<file path="config.mk">
export PLATFORM = sky130hd
export DESIGN_NAME = ahb_lite_cmd_master_flat
export DESIGN_NICKNAME = d
export VERILOG_FILES = /design/src/rtl/ahb_pkg.sv /design/src/rtl/ahb_lite_cmd_master_if.sv /design/src/rtl/ahb_master_rsp_fifo.sv /design/src/rtl/ahb_lite_cmd_master.sv /design/src/flat_wrapper.sv
export SDC_FILE = /design/constraint.sdc
export NUM_CORES = 1
export LEC_CHECK = 0
export BUFFER_PORTS_ARGS = -buffer_cell sky130_fd_sc_hd__buf_2
export CAP_MARGIN = 40
export CORE_MARGIN = 2
export CORE_UTILIZATION = 51
export CTS_BUF_LIST = sky130_fd_sc_hd__clkbuf_8
export CTS_CLUSTER_DIAMETER = 100
export CTS_CLUSTER_SIZE = 30
export DETAILED_ROUTE_END_ITERATION = 6
export GPL_ROUTABILITY_DRIVEN = 0
export PLACE_DENSITY = 0.8
export SLEW_MARGIN = 20
export SYNTH_ARGS = -nofsm -noshare
export SYNTH_HDL_FRONTEND = slang
export SYNTH_HIERARCHICAL = 1
export SYNTH_SLANG_ARGS = --single-unit
</file>
<file path="constraint.sdc">
create_clock -name sysclk -period 2.1 [get_ports sysclk]
set_input_delay 0.42 -clock sysclk [delete_from_list [all_inputs] [get_ports sysclk]]
set_output_delay 0.42 -clock sysclk [all_outputs]
set_load 0.005 [all_outputs]
</file>
<file path="src/rtl/ahb_pkg.sv">
// Shared AHB-Lite encodings and command legality helper used by the command master.
package ahb_pkg;

   localparam logic [1:0] HTRANS_IDLE   = 2'b00;
   localparam logic [1:0] HTRANS_NONSEQ = 2'b10;
   localparam logic [2:0] HSIZE_BYTE    = 3'b000;
   localparam logic [2:0] HSIZE_HALF    = 3'b001;
   localparam logic [2:0] HSIZE_WORD    = 3'b010;
   localparam logic [2:0] HBURST_SINGLE = 3'b000;

   typedef struct packed {
      logic [31:0] rdata;
      logic        err;
   } rsp_t;

   // Unsupported sizes and misaligned addresses are rejected before reaching the bus.
   function automatic logic cmd_illegal(input logic [2:0] size, input logic [1:0] addr_lo);
      case (size)
         HSIZE_BYTE: cmd_illegal = 1'b0;
         HSIZE_HALF: cmd_illegal = addr_lo[0];
         HSIZE_WORD: cmd_illegal = (addr_lo != 2'b00);
         default:    cmd_illegal = 1'b1;
      endcase
   endfunction

endpackage

</file>
<file path="src/rtl/ahb_lite_cmd_master_if.sv">
// Command stream, response stream and AHB-Lite master signals of the command master.
interface ahb_lite_cmd_master_if #(
   parameter int AW = 32
);
   logic          cmd_valid;
   logic          cmd_ready;
   logic          cmd_write;
   logic [AW-1:0] cmd_addr;
   logic [2:0]    cmd_size;
   logic [31:0]   cmd_wdata;
   logic          rsp_valid;
   logic          rsp_ready;
   logic [31:0]   rsp_rdata;
   logic          rsp_err;
   logic [AW-1:0] HADDR;
   logic [1:0]    HTRANS;
   logic          HWRITE;
   logic [2:0]    HSIZE;
   logic [2:0]    HBURST;
   logic [3:0]    HPROT;
   logic          HMASTLOCK;
   logic [31:0]   HWDATA;
   logic [31:0]   HRDATA;
   logic          HREADY;
   logic          HRESP;

   modport master (
      input  cmd_valid, cmd_write, cmd_addr, cmd_size, cmd_wdata, rsp_ready,
      input  HRDATA, HREADY, HRESP,
      output cmd_ready, rsp_valid, rsp_rdata, rsp_err,
      output HADDR, HTRANS, HWRITE, HSIZE, HBURST, HPROT, HMASTLOCK, HWDATA
   );

   modport slave (
      output cmd_valid, cmd_write, cmd_addr, cmd_size, cmd_wdata, rsp_ready,
      output HRDATA, HREADY, HRESP,
      input  cmd_ready, rsp_valid, rsp_rdata, rsp_err,
      input  HADDR, HTRANS, HWRITE, HSIZE, HBURST, HPROT, HMASTLOCK, HWDATA
   );

endinterface

</file>
<file path="src/rtl/ahb_master_rsp_fifo.sv">
// Synchronous response FIFO with occupancy count; DEPTH must be a power of two.
module ahb_master_rsp_fifo #(
   parameter int DEPTH = 4,
   parameter int W     = 33,
   localparam int PW   = $clog2(DEPTH),
   localparam int CW   = PW + 1
) (
   input  logic          clk,
   input  logic          rst_n,
   input  logic          push,
   input  logic [W-1:0]  push_data,
   input  logic          pop,
   output logic [W-1:0]  head,
   output logic [CW-1:0] count,
   output logic          empty
);

   logic [W-1:0]  mem_q [DEPTH];
   logic [W-1:0]  mem_d [DEPTH];
   logic [PW-1:0] wr_ptr_q, wr_ptr_d;
   logic [PW-1:0] rd_ptr_q, rd_ptr_d;
   logic [CW-1:0] count_q, count_d;

   // Next-state for storage, pointers and occupancy.
   always_comb begin
      mem_d = mem_q;
      if (push) begin
         mem_d[wr_ptr_q] = push_data;
         wr_ptr_d        = wr_ptr_q + PW'(1);
      end else begin
         wr_ptr_d = wr_ptr_q;
      end
      if (pop) begin
         rd_ptr_d = rd_ptr_q + PW'(1);
      end else begin
         rd_ptr_d = rd_ptr_q;
      end
      case ({push, pop})
         2'b10:   count_d = count_q + CW'(1);
         2'b01:   count_d = count_q - CW'(1);
         default: count_d = count_q;
      endcase
   end

   // FIFO state registers.
   always_ff @(posedge clk or negedge rst_n) begin
      if (!rst_n) begin
         for (int i = 0; i < DEPTH; i++) begin
            mem_q[i] <= '0;
         end
         wr_ptr_q <= '0;
         rd_ptr_q <= '0;
         count_q  <= '0;
      end else begin
         mem_q    <= mem_d;
         wr_ptr_q <= wr_ptr_d;
         rd_ptr_q <= rd_ptr_d;
         count_q  <= count_d;
      end
   end

   assign head  = mem_q[rd_ptr_q];
   assign count = count_q;
   assign empty = (count_q == CW'(0));

endmodule

</file>
<file path="src/rtl/ahb_lite_cmd_master.sv">
// AHB-Lite initiator: valid/ready commands become single NONSEQ transfers with in-order responses.
module ahb_lite_cmd_master
   import ahb_pkg::*;
#(
   parameter int         AW        = 32,
   parameter int         RSP_DEPTH = 4,
   parameter logic [3:0] HPROT_VAL = 4'b0011
) (
   input logic                  sysclk,
   input logic                  RSTn,
   ahb_lite_cmd_master_if.master bus
);

   localparam int CW = $clog2(RSP_DEPTH) + 1;

   logic          ready_en_q;
   logic [1:0]    htrans_q, htrans_d;
   logic          aph_valid_q, aph_valid_d;
   logic          aph_err_q, aph_err_d;
   logic [AW-1:0] aph_addr_q, aph_addr_d;
   logic          aph_write_q, aph_write_d;
   logic [2:0]    aph_size_q, aph_size_d;
   logic [31:0]   aph_wdata_q, aph_wdata_d;
   logic          dph_valid_q, dph_valid_d;
   logic          dph_err_q, dph_err_d;
   logic          dph_write_q, dph_write_d;
   logic [31:0]   dph_wdata_q, dph_wdata_d;

   logic [CW-1:0] fifo_count_s;
   logic          fifo_empty_s;
   logic [CW:0]   in_flight_s;
   logic          cmd_ready_s;
   logic          cmd_fire_s;
   logic          cmd_err_s;
   logic          push_s;
   logic          push_err_s;
   rsp_t          push_data_s;
   rsp_t          head_s;
   logic          pop_s;

   // Credit check counts every transfer that will eventually need a FIFO slot.
   always_comb begin
      in_flight_s = {1'b0, fifo_count_s} + {{CW{1'b0}}, aph_valid_q} + {{CW{1'b0}}, dph_valid_q};
      cmd_ready_s = ready_en_q & bus.HREADY & (in_flight_s < (CW+1)'(RSP_DEPTH));
      cmd_fire_s  = bus.cmd_valid & cmd_ready_s;
      cmd_err_s   = cmd_illegal(bus.cmd_size, bus.cmd_addr[1:0]);
   end

   // Pipeline advance: APH takes the new command, DPH takes APH, both only when HREADY.
   always_comb begin
      htrans_d    = htrans_q;
      aph_valid_d = aph_valid_q;
      aph_err_d   = aph_err_q;
      aph_addr_d  = aph_addr_q;
      aph_write_d = aph_write_q;
      aph_size_d  = aph_size_q;
      aph_wdata_d = aph_wdata_q;
      dph_valid_d = dph_valid_q;
      dph_err_d   = dph_err_q;
      dph_write_d = dph_write_q;
      dph_wdata_d = dph_wdata_q;
      if (bus.HREADY) begin
         aph_valid_d = cmd_fire_s;
         aph_err_d   = cmd_fire_s & cmd_err_s;
         if (cmd_fire_s) begin
            aph_addr_d  = bus.cmd_addr;
            aph_write_d = bus.cmd_write;
            aph_size_d  = bus.cmd_size;
            aph_wdata_d = bus.cmd_wdata;
            htrans_d    = cmd_err_s ? HTRANS_IDLE : HTRANS_NONSEQ;
         end else begin
            htrans_d = HTRANS_IDLE;
         end
         dph_valid_d = aph_valid_q;
         dph_err_d   = aph_err_q;
         dph_write_d = aph_write_q;
         dph_wdata_d = aph_wdata_q;
      end else begin
         htrans_d = htrans_q;
      end
   end

   // Locally rejected commands see HTRANS=IDLE, so the slave returns OKAY and err comes from DPH.
   always_comb begin
      push_s            = bus.HREADY & dph_valid_q;
      push_err_s        = bus.HRESP | dph_err_q;
      push_data_s.err   = push_err_s;
      if (!dph_write_q && !push_err_s) begin
         push_data_s.rdata = bus.HRDATA;
      end else begin
         push_data_s.rdata = 32'h0000_0000;
      end
      pop_s = ~fifo_empty_s & bus.rsp_ready;
   end

   // Pipeline and bus output registers; ready_en_q keeps cmd_ready low while in reset.
   always_ff @(posedge sysclk or negedge RSTn) begin
      if (!RSTn) begin
         ready_en_q  <= 1'b0;
         htrans_q    <= HTRANS_IDLE;
         aph_valid_q <= 1'b0;
         aph_err_q   <= 1'b0;
         aph_addr_q  <= '0;
         aph_write_q <= 1'b0;
         aph_size_q  <= HSIZE_BYTE;
         aph_wdata_q <= 32'h0000_0000;
         dph_valid_q <= 1'b0;
         dph_err_q   <= 1'b0;
         dph_write_q <= 1'b0;
         dph_wdata_q <= 32'h0000_0000;
      end else begin
         ready_en_q  <= 1'b1;
         htrans_q    <= htrans_d;
         aph_valid_q <= aph_valid_d;
         aph_err_q   <= aph_err_d;
         aph_addr_q  <= aph_addr_d;
         aph_write_q <= aph_write_d;
         aph_size_q  <= aph_size_d;
         aph_wdata_q <= aph_wdata_d;
         dph_valid_q <= dph_valid_d;
         dph_err_q   <= dph_err_d;
         dph_write_q <= dph_write_d;
         dph_wdata_q <= dph_wdata_d;
      end
   end

   ahb_master_rsp_fifo #(
      .DEPTH (RSP_DEPTH),
      .W     ($bits(rsp_t))
   ) u_rsp_fifo (
      .clk       (sysclk),
      .rst_n     (RSTn),
      .push      (push_s),
      .push_data (push_data_s),
      .pop       (pop_s),
      .head      (head_s),
      .count     (fifo_count_s),
      .empty     (fifo_empty_s)
   );

   assign bus.cmd_ready = cmd_ready_s;
   assign bus.rsp_valid = ~fifo_empty_s;
   assign bus.rsp_rdata = head_s.rdata;
   assign bus.rsp_err   = head_s.err;
   assign bus.HADDR     = aph_addr_q;
   assign bus.HTRANS    = htrans_q;
   assign bus.HWRITE    = aph_write_q;
   assign bus.HSIZE     = aph_size_q;
   assign bus.HBURST    = HBURST_SINGLE;
   assign bus.HPROT     = HPROT_VAL;
   assign bus.HMASTLOCK = 1'b0;
   assign bus.HWDATA    = dph_wdata_q;

endmodule
</file>
<file path="src/flat_wrapper.sv">
// flat-port wrapper written by rule: the top's interface ports become plain ports
module ahb_lite_cmd_master_flat import ahb_pkg::*;
#(
   parameter int         AW        = 32,
   parameter int         RSP_DEPTH = 4,
   parameter logic [3:0] HPROT_VAL = 4'b0011
)
  (sysclk, RSTn, bus_cmd_valid, bus_cmd_write, bus_cmd_addr, bus_cmd_size, bus_cmd_wdata, bus_rsp_ready, bus_HRDATA, bus_HREADY, bus_HRESP, bus_cmd_ready, bus_rsp_valid, bus_rsp_rdata, bus_rsp_err, bus_HADDR, bus_HTRANS, bus_HWRITE, bus_HSIZE, bus_HBURST, bus_HPROT, bus_HMASTLOCK, bus_HWDATA);
  ahb_lite_cmd_master_if #(.AW(AW)) bus_i ();
  input logic sysclk;
  input logic RSTn;
  input wire logic [$bits(bus_i.cmd_valid)-1:0] bus_cmd_valid;
  input wire logic [$bits(bus_i.cmd_write)-1:0] bus_cmd_write;
  input wire logic [$bits(bus_i.cmd_addr)-1:0] bus_cmd_addr;
  input wire logic [$bits(bus_i.cmd_size)-1:0] bus_cmd_size;
  input wire logic [$bits(bus_i.cmd_wdata)-1:0] bus_cmd_wdata;
  input wire logic [$bits(bus_i.rsp_ready)-1:0] bus_rsp_ready;
  input wire logic [$bits(bus_i.HRDATA)-1:0] bus_HRDATA;
  input wire logic [$bits(bus_i.HREADY)-1:0] bus_HREADY;
  input wire logic [$bits(bus_i.HRESP)-1:0] bus_HRESP;
  output wire logic [$bits(bus_i.cmd_ready)-1:0] bus_cmd_ready;
  output wire logic [$bits(bus_i.rsp_valid)-1:0] bus_rsp_valid;
  output wire logic [$bits(bus_i.rsp_rdata)-1:0] bus_rsp_rdata;
  output wire logic [$bits(bus_i.rsp_err)-1:0] bus_rsp_err;
  output wire logic [$bits(bus_i.HADDR)-1:0] bus_HADDR;
  output wire logic [$bits(bus_i.HTRANS)-1:0] bus_HTRANS;
  output wire logic [$bits(bus_i.HWRITE)-1:0] bus_HWRITE;
  output wire logic [$bits(bus_i.HSIZE)-1:0] bus_HSIZE;
  output wire logic [$bits(bus_i.HBURST)-1:0] bus_HBURST;
  output wire logic [$bits(bus_i.HPROT)-1:0] bus_HPROT;
  output wire logic [$bits(bus_i.HMASTLOCK)-1:0] bus_HMASTLOCK;
  output wire logic [$bits(bus_i.HWDATA)-1:0] bus_HWDATA;
  assign bus_i.cmd_valid = bus_cmd_valid;
  assign bus_i.cmd_write = bus_cmd_write;
  assign bus_i.cmd_addr = bus_cmd_addr;
  assign bus_i.cmd_size = bus_cmd_size;
  assign bus_i.cmd_wdata = bus_cmd_wdata;
  assign bus_i.rsp_ready = bus_rsp_ready;
  assign bus_i.HRDATA = bus_HRDATA;
  assign bus_i.HREADY = bus_HREADY;
  assign bus_i.HRESP = bus_HRESP;
  assign bus_cmd_ready = bus_i.cmd_ready;
  assign bus_rsp_valid = bus_i.rsp_valid;
  assign bus_rsp_rdata = bus_i.rsp_rdata;
  assign bus_rsp_err = bus_i.rsp_err;
  assign bus_HADDR = bus_i.HADDR;
  assign bus_HTRANS = bus_i.HTRANS;
  assign bus_HWRITE = bus_i.HWRITE;
  assign bus_HSIZE = bus_i.HSIZE;
  assign bus_HBURST = bus_i.HBURST;
  assign bus_HPROT = bus_i.HPROT;
  assign bus_HMASTLOCK = bus_i.HMASTLOCK;
  assign bus_HWDATA = bus_i.HWDATA;
  ahb_lite_cmd_master #(.AW(AW), .RSP_DEPTH(RSP_DEPTH), .HPROT_VAL(HPROT_VAL)) u_core (.sysclk(sysclk), .RSTn(RSTn), .bus(bus_i));
endmodule
</file>
==> results.json, run 1 <==
{
  "outcome": "finished, violations left",
  "violations": "negative setup slack",
  "ctsLongestPathBuffers": 3,
  "grt_pass1_wl_mm": 33.5,
  "ys_types": 34,
  "portBuffers": 209,
  "ir_drop_mv": 0.984,
  "synth_edf_count": 0,
  "gr-usage-all-layers": 0.192,
  "drt-total-wl_mm": 20.9,
  "maxCapViolations": 0,
  "placementRows": 52,
  "yosys.area.top_type": "dfrtp_1",
  "synth_area_sq_um": 10500,
  "ys_ff_latch": 246,
  "layout-drive-gt1-share": 0.557,
  "synth_flop_cell": "dfrtp_1",
  "final_antenna_net_count": 0,
  "synth.avg_cell_area_sq_um": 16.4,
  "layout_commonest_cell": "dfrtp_1",
  "synth_top_area_share": 0.584,
  "power_density_nw_per_um2": 1240,
  "critPathArrivalTime_ps": 1940,
  "firstDrtPassIters": 4,
  "syn_to_final_growth_pct": 16.8,
  "cts-htree-levels": 1,
  "drt-wirelength-per-cell_um": 18.4,
  "setup_viol": 34,
  "utilization": 0.609,
  "r2r_slack_ps": 110,
  "fin_crit_sh": 1.12,
  "dieArea_sq_um": 21800,
  "totalPowerFinal_mw": 15.3,
  "gr-total-overflow": 0,
  "crit_path_end_kind": "output pin",
  "clock-root-buffer": "clkbuf_8",
  "vias": 5961,
  "synthArstFlopShare": 1.00,
  "insertion_delay_ps": 540,
  "initial_core_util": 0.521,
  "finalMaxSlewViolations": 0,
  "synth_area_leaders": "dfrtp_1, mux2_2, mux2_1, mux4_2, and2_1",
  "fp.dieH_um": 148,
  "cp-start-kind": "flip-flop",
  "io_pins": 219,
  "layout_min_cycle_time_ps": 2360,
  "drt_iter0_markers": 205,
  "final_cell_mix": "dfrtp_1, buf_2, mux2_2",
  "dp_hpwl_mm": 13.9,
  "core_area_sq_um": 20200,
  "crit_required_ps": 1680,
  "fin_worst_skew_ps": 39.2,
  "yosysWarnings": 6,
  "clk_pin_slew_ps": 180,
  "synth_cells": 643,
  "cts-buffers-inserted": 12,
  "crit_fanout": 13,
  "final_cells": 1137,
  "hold_class": "in -> reg",
  "via_per_inst": 5.24,
  "dp_slack_ps": 215,
  "grt_pass1_vias": 6329,
  "drc": 0,
  "max_freq_mhz": 423,
  "p_leak_nw": 6.17,
  "criticalPathCategory": "reg -> out",
  "dp.cells": 1108,
  "cts_tree": "yes",
  "die_x_um": 148,
  "num_antenna_cells": 0,
  "clock-sinks": 246,
  "antenna_found_initial": 2,
  "grt_max_degree": 60,
  "finalHoldViolations": 0,
  "nets": 978,
  "rsz0062_at_grt": "true",
  "worst_slack_ps": -261,
  "synth-seq-area-share": 0.584
}
[cells in the mapped netlist, types with 3 or more instances]
cell      number
ha_1           6
nor3_1         3
buf_4         10
buf_2          6
and2_1        33
buf_12         3
mux2_1        59
xor2_1         4
mux2_2       176
dfrtp_1      246
inv_1          9
mux4_1         5
buf_8          3
clkbuf_1       4
buf_6         17
nand2_1        4
mux4_2        28
nand2_2        4
nor2_1         3
[state kept, by name, indices dropped and copies added (netlist names)]
| name | flops |
|---|---|
| u_core/bus.HTRANS | 1 |
| u_core/u_rsp_fifo/mem_q | 132 |
| u_core/bus.HADDR | 32 |
| u_core/bus.HWDATA | 32 |
| u_core/dph_valid_q | 1 |
| u_core/u_rsp_fifo/rd_ptr_q | 2 |
| u_core/ready_en_q | 1 |
| u_core/aph_wdata_q | 32 |
| u_core/dph_write_q | 1 |
| u_core/aph_valid_q | 1 |
| u_core/bus.HWRITE | 1 |
| u_core/dph_err_q | 1 |
| u_core/bus.HSIZE | 3 |
| u_core/u_rsp_fifo/wr_ptr_q | 2 |
| u_core/aph_err_q | 1 |
| u_core/u_rsp_fifo/count | 3 |
[through the flow]
stage,instance area [sq um],hold WS (ps),setup TNS (ps)
6_report,12300,73.0,-7560
5_1_grt,12300,39.3,-11270
4_1_cts,12200,42.6,-8620
3_5_place_dp,11900,326,0
3_3_place_gp,11900,326,0
2_1_floorplan,10600,124,0
[cells by family (layout without fill, tap and decap cells)]
| group | Yosys count | after routing | share of synthesized area |
|---|---|---|---|
| other cells | 2 | 10 | 0.000712 |
| xor+xnor | 6 | 6 | 0.00498 |
| simple gates | 51 | 51 | 0.0286 |
| buf+inv | 53 | 269 | 0.0431 |
| mux | 269 | 269 | 0.324 |
| compound gates | 9 | 9 | 0.00570 |
| fa+ha+maj | 7 | 7 | 0.00902 |
| flops | 246 | 246 | 0.584 |
[power breakdown]
part	internal [mW]	leakage [nW]	switching, mW	total, mW
logic	3.32	2.88	2.14	5.46
registers	6.74	3.18	1.03	7.77
clock network	0.603	0.114	1.42	2.03
total	10.7	6.17	4.59	15.3
[cell type report]
type | instances | area, sq um
clock buffer | 13 | 179
fill | 1558 | 7920
multi-input combinational | 352 | 3980
clock inverter | 3 | 38.8
tap | 270 | 338
sequential | 246 | 6160
inverter | 9 | 33.8
timing repair buffer | 244 | 1580
[final timing paths]
path | start | to | cells past startpoint
worst max-delay path | u_core/u_rsp_fifo/rd_ptr_q[0]$_DFFE_PN0P_ | bus_rsp_rdata[19] | 3
worst min-delay path | bus_cmd_addr[6] | u_core/bus.HADDR[6]$_DFFE_PN0P_ | 2
worst max register to register | u_core/dph_valid_q$_DFFE_PN0P_ | u_core/bus.HADDR[17]$_DFFE_PN0P_ | 8
worst min register to register | u_core/bus.HADDR[17]$_DFFE_PN0P_ | u_core/bus.HADDR[17]$_DFFE_PN0P_ | 1
max in group asynchronous | RSTn | u_core/bus.HADDR[20]$_DFFE_PN0P_ | 3
min in group asynchronous | RSTn | u_core/u_rsp_fifo/mem_q[109]$_DFFE_PN0P_ | 2
[what timing repair did]
action,in CTS,in global routing
setup buffers,7,3
pin swaps,3,1
gates resized for setup,14,8
hold endpoints to repair,34,0
endpoints found under the setup margin,34,103
hold buffers,1,0
gates cloned,1,4
[metal layers]
layer	global-route usage	wire, um	up-vias
li1	-	-	2701
met3	0.0525	1540	22
met2	0.321	10200	164
met5	0	13	-
met4	0.0351	241	2
met1	0.257	8870	3072
[worst max-delay path, stage by stage (launching register included)]
cell	delay [ps]
dfrtp_2	500
buf_12	200
mux4_2	540
buf_2	150
Note: power is estimated with default switching activity, not from simulation.
==> run 2: changes to the inputs <==
- SKIP_CTS_REPAIR_TIMING: default -> 1
==> run 2 against run 1 <==
The flow still finishes with violations (negative setup slack). Flip-flop and latch count did not move. Register-to-register slack improved by 90 ps. Core utilization fell by 0.40 points. Worst setup slack improved by 5.0 ps. Critical path depth rose by 1. Final cell count fell by 0.44%. Worst hold slack got worse by 5.0 ps. Wire length rose by 0.48%. Clock skew barely moved. Global-route usage fell by 0.24 points. Count of clock-buffer cells in the layout did not move. Fmax rose by 0.21%. Critical endpoint is now bus_rsp_rdata[12]. Largest cell class unchanged.
==> results.json, run 2 (synthesis results as in run 1) <==
{
  "dp_slack_ps": 215,
  "initial_core_util": 0.521,
  "clock-root-buffer": "clkbuf_8",
  "drt-wirelength-per-cell_um": 18.5,
  "grt_max_degree": 60,
  "worstPathCellList": "buf_12 -> clkbuf_16 -> mux4_2 -> buf_2",
  "multi_input_area_sq_um": 3950,
  "totalPowerFinal_mw": 15.3,
  "largest_reg_flops": 132,
  "layout_commonest_cell": "dfrtp_1",
  "syn_to_final_growth_pct": 16.0,
  "firstDrtPassIters": 4,
  "final_cell_area_sq_um": 12200,
  "dp_hpwl_mm": 13.9,
  "cp_slowest_cell": "mux4_2",
  "crit_path_end_kind": "output pin",
  "utilization": 0.605,
  "rsz0062_at_grt": "true",
  "crit_required_ps": 1680,
  "gr-total-overflow": 0,
  "nets": 973,
  "setup_viol": 34,
  "drt-total-wl_mm": 21.0,
  "num_antenna_cells": 0,
  "drc": 0,
  "max_freq_mhz": 424,
  "violations": "negative setup slack",
  "final_cell_mix": "dfrtp_1, buf_2, mux2_2",
  "insertion_delay_ps": 540,
  "layout_min_cycle_time_ps": 2360,
  "dieArea_sq_um": 21800,
  "finalHoldViolations": 0,
  "placementRows": 52,
  "fillers": 1565,
  "r2r_slack_ps": 200,
  "via_per_inst": 5.23,
  "portBuffers": 209,
  "crit_fanout": 6,
  "area.sequential_sq_um": 6160,
  "core_area_sq_um": 20200,
  "antenna_found_initial": 2,
  "cp_num_buf_inv": 3,
  "ctsLongestPathBuffers": 3,
  "clock-sinks": 246,
  "grt_pass1_wl_mm": 33.2,
  "drt_iter0_markers": 197,
  "top_register": "u_core/u_rsp_fifo/mem_q",
  "cp_slowest_stage_delay_ps": 510,
  "fp.dieH_um": 148,
  "clk_pin_slew_ps": 180,
  "finalMaxSlewViolations": 0,
  "p_leak_nw": 6.13,
  "critPathArrivalTime_ps": 1940,
  "cp_top_family": "multiplexers",
  "power_density_nw_per_um2": 1250,
  "cts-buffers-inserted": 12,
  "outcome": "finished, violations left",
  "cts_tree": "yes",
  "maxCapViolations": 0,
  "gr-usage-all-layers": 0.189,
  "ir_drop_mv": 0.983,
  "criticalPathCategory": "reg -> out",
  "hold_class": "in -> reg",
  "placed_cell_area_sq_um": 11900,
  "final_antenna_net_count": 0,
  "fin_crit_sh": 1.12,
  "layout-drive-gt1-share": 0.548,
  "cts-htree-levels": 1,
  "die_x_um": 148,
  "grt_pass1_vias": 6260,
  "cp-start-kind": "flip-flop",
  "worst_slack_ps": -256,
  "io_pins": 219,
  "fin_worst_skew_ps": 38.8,
  "vias": 5924
}
-- run 2: changes by cell type in the layout (fill, tap and decap cells not counted), sizes merged --
cell    change
clkbuf      -1
buf         -4
-- run 2: metal layers --
| metal | vias up | share of wire | global-route usage |
|---|---|---|---|
| li1 | 2689 | - | - |
| met1 | 3054 | 0.43 | 0.255 |
| met2 | 156 | 0.49 | 0.315 |
| met3 | 23 | 0.073 | 0.0528 |
| met4 | 2 | 0.011 | 0.0341 |
| met5 | - | 0.00067 | 0 |
-- run 2: path summary, 6_finish.rpt --
kind	startpoint	endpoint	cells after the start
min reg2reg	u_core/bus.HADDR[17]$_DFFE_PN0P_	u_core/bus.HADDR[17]$_DFFE_PN0P_	1
max in group asynchronous	RSTn	u_core/bus.HADDR[20]$_DFFE_PN0P_	3
min	bus_cmd_addr[6]	u_core/bus.HADDR[6]$_DFFE_PN0P_	2
min in group asynchronous	RSTn	u_core/u_rsp_fifo/mem_q[109]$_DFFE_PN0P_	2
max reg2reg	u_core/u_rsp_fifo/count[2]$_DFFE_PN0P_	u_core/u_rsp_fifo/count[2]$_DFFE_PN0P_	8
max	u_core/u_rsp_fifo/rd_ptr_q[0]$_DFFE_PN0P_	bus_rsp_rdata[12]	4
-- run 2: layout make-up --
class                      instances  share of cell area
timing repair buffer             239               0.125
clock inverter                     3             0.00317
multi-input combinational        352               0.323
tap                              270              0.0276
clock buffer                      13              0.0146
inverter                           9             0.00276
sequential                       246               0.503
-- run 2: report_power, final --
group	internal [mW]	switching [mW]
Sequential	6.74	1.01
Combinational	3.36	2.18
Clock	0.603	1.43
-- run 2: per-stage QoR --
stage               TNS (ps)  instances  hold WS (ps)
CTS                    -9080       1124          -290
global placement           0       1108           326
floorplan                  0        651           124
global route          -10090       1132          42.7
finish                 -7300       1132          68.0
detailed placement         0       1108           326
==> run 3: changes to the inputs <==
- clock period: 2.1 -> 2.5 ns (I/O delays scaled with it)
==> run 3 against run 2 <==
First-iteration DRC count decreased by 22%. Sequential power decreased by 16%. The flow now finishes without violations. Design area down 1.1%. Critical path type unchanged. Worst setup slack better by 280 ps. Non-clock buffer count is 4 lower. Clock power is 17% lower. Clock skew up 11 ps. Final cell count shrank 0.35%.
==> results.json, run 3 (synthesis results as in run 1) <==
{
  "criticalPathCategory": "reg -> out",
  "clock-root-buffer": "clkbuf_8",
  "setup_viol": 0,
  "dp.cells": 1103,
  "firstDrtPassIters": 4,
  "hold_ws_ps": 177,
  "layout_min_cycle_time_ps": 2470,
  "relSlewSlack": 0.623,
  "cts-buffers-inserted": 12,
  "initial_core_util": 0.521,
  "largest_reg_flops": 132,
  "crit_path_end_kind": "output pin",
  "layout-drive-gt1-share": 0.543,
  "crit_required_ps": 2000,
  "dp_hpwl_mm": 13.8,
  "io_pins": 219,
  "finalHoldViolations": 0,
  "drc": 0,
  "antenna_found_initial": 1,
  "totalPowerFinal_mw": 12.6,
  "setup_tns_ps": 0,
  "wl_met3_mm": 1.47,
  "final_cells": 1128,
  "worstRegToRegCells": 8,
  "drt-wirelength-per-cell_um": 18.0,
  "rsz0062_at_grt": "true",
  "nets": 969,
  "final_cell_mix": "dfrtp_1, buf_2, mux2_2",
  "tightest_slew_ps": 566,
  "cp-start-kind": "flip-flop",
  "grt_max_degree": 72,
  "portBuffers": 209,
  "clk_pin_slew_ps": 180,
  "hold_class": "in -> reg",
  "r2r_slack_ps": 520,
  "maxCapViolations": 0,
  "hold_end": "u_core/bus.HADDR[29]$_DFFE_PN0P_",
  "core_area_sq_um": 20200,
  "layout_commonest_cell": "dfrtp_1",
  "top_register": "u_core/u_rsp_fifo/mem_q",
  "max_freq_mhz": 404,
  "hold_start": "bus_cmd_addr[29]",
  "grt_pass1_wl_mm": 32.7,
  "clock-sinks": 246,
  "drt_iter0_markers": 153,
  "cts-htree-levels": 1,
  "fin_worst_skew_ps": 50.0,
  "gr-usage-all-layers": 0.186,
  "final_antenna_net_count": 0,
  "critPathArrivalTime_ps": 1970,
  "ir_drop_mv": 0.724,
  "reg2reg_from": "u_core/u_rsp_fifo/count[2]$_DFFE_PN0P_",
  "fp.dieH_um": 148,
  "cts_tree": "yes",
  "dieArea_sq_um": 21800,
  "top_layer_used": "met4",
  "insertion_delay_ps": 530,
  "crit_fanout": 6,
  "grt_pass1_vias": 6229,
  "hold_depth": 2,
  "drt-total-wl_mm": 20.3,
  "syn_to_final_growth_pct": 14.7,
  "gr-total-overflow": 0,
  "via_per_inst": 5.26,
  "wl_met1_mm": 8.61,
  "p_leak_nw": 6.08,
  "vias": 5934,
  "finalMaxSlewViolations": 0,
  "outcome": "finished, final reports clean",
  "wl_met2_mm": 10.0,
  "power_density_nw_per_um2": 1040,
  "r2r-end": "u_core/u_rsp_fifo/count[2]$_DFFE_PN0P_",
  "fin_crit_sh": 0.989,
  "die_x_um": 148,
  "ctsLongestPathBuffers": 3,
  "placementRows": 52
}
run 3: routing by layer:
layer	vias up	track usage
li1	2671	-
met1	3084	0.243
met2	163	0.319
met3	16	0.0534
met4	0	0.0284
met5	-	0
run 3: layout make-up:
cell class / instances / area (sq um)
Clock inverter: 2 / 33.8
Antenna cell: 1 / 2.50
Timing Repair Buffer: 235 / 1390
Tap cell: 270 / 338
Multi-Input combinational cell: 352 / 3960
Inverter: 9 / 33.8
Sequential cell: 246 / 6160
Clock buffer: 13 / 179
Fill cell: 1593 / 8130
run 3: metrics by stage:
stage	utilization	setup slack, ps	area, sq um
2_1_floorplan	-	275	10600
3_3_place_gp	0.582	372	11800
3_5_place_dp	0.582	359	11800
4_1_cts	0.593	-253	12000
5_1_grt	0.598	-39.6	12100
6_report	0.598	27.1	12100
run 3: report_power, final:
group          switching [mW]  internal (mW)  total [mW]
sequential              0.877           5.67        6.54
combinational            1.73           2.69        4.42
clock                    1.18          0.502        1.68
run 3: how the worst max path moves through the flow:
stage	from	to	slack (ps)	depth (start not counted)
2_1_floorplan	bus_HREADY	u_core/u_rsp_fifo/count[2]$_DFFE_PN0P_	280	11
3_3_place_gp	u_core/u_rsp_fifo/rd_ptr_q[0]$_DFFE_PN0P_	bus_rsp_err	370	3
3_5_place_dp	u_core/u_rsp_fifo/rd_ptr_q[0]$_DFFE_PN0P_	bus_rsp_err	360	3
4_1_cts	u_core/u_rsp_fifo/rd_ptr_q[0]$_DFFE_PN0P_	bus_rsp_err	-250	3
5_1_grt	u_core/u_rsp_fifo/rd_ptr_q[0]$_DFFE_PN0P_	bus_rsp_err	-40	3
6_report	u_core/u_rsp_fifo/rd_ptr_q[0]$_DFFE_PN0P_	bus_rsp_rdata[27]	30	4
run 3: worst max-delay path, stage by stage, from the launching register on:
cell,delay (ps)
dfrtp_4,590
buf_4,170
buf_4,120
mux4_2,410
buf_2,150
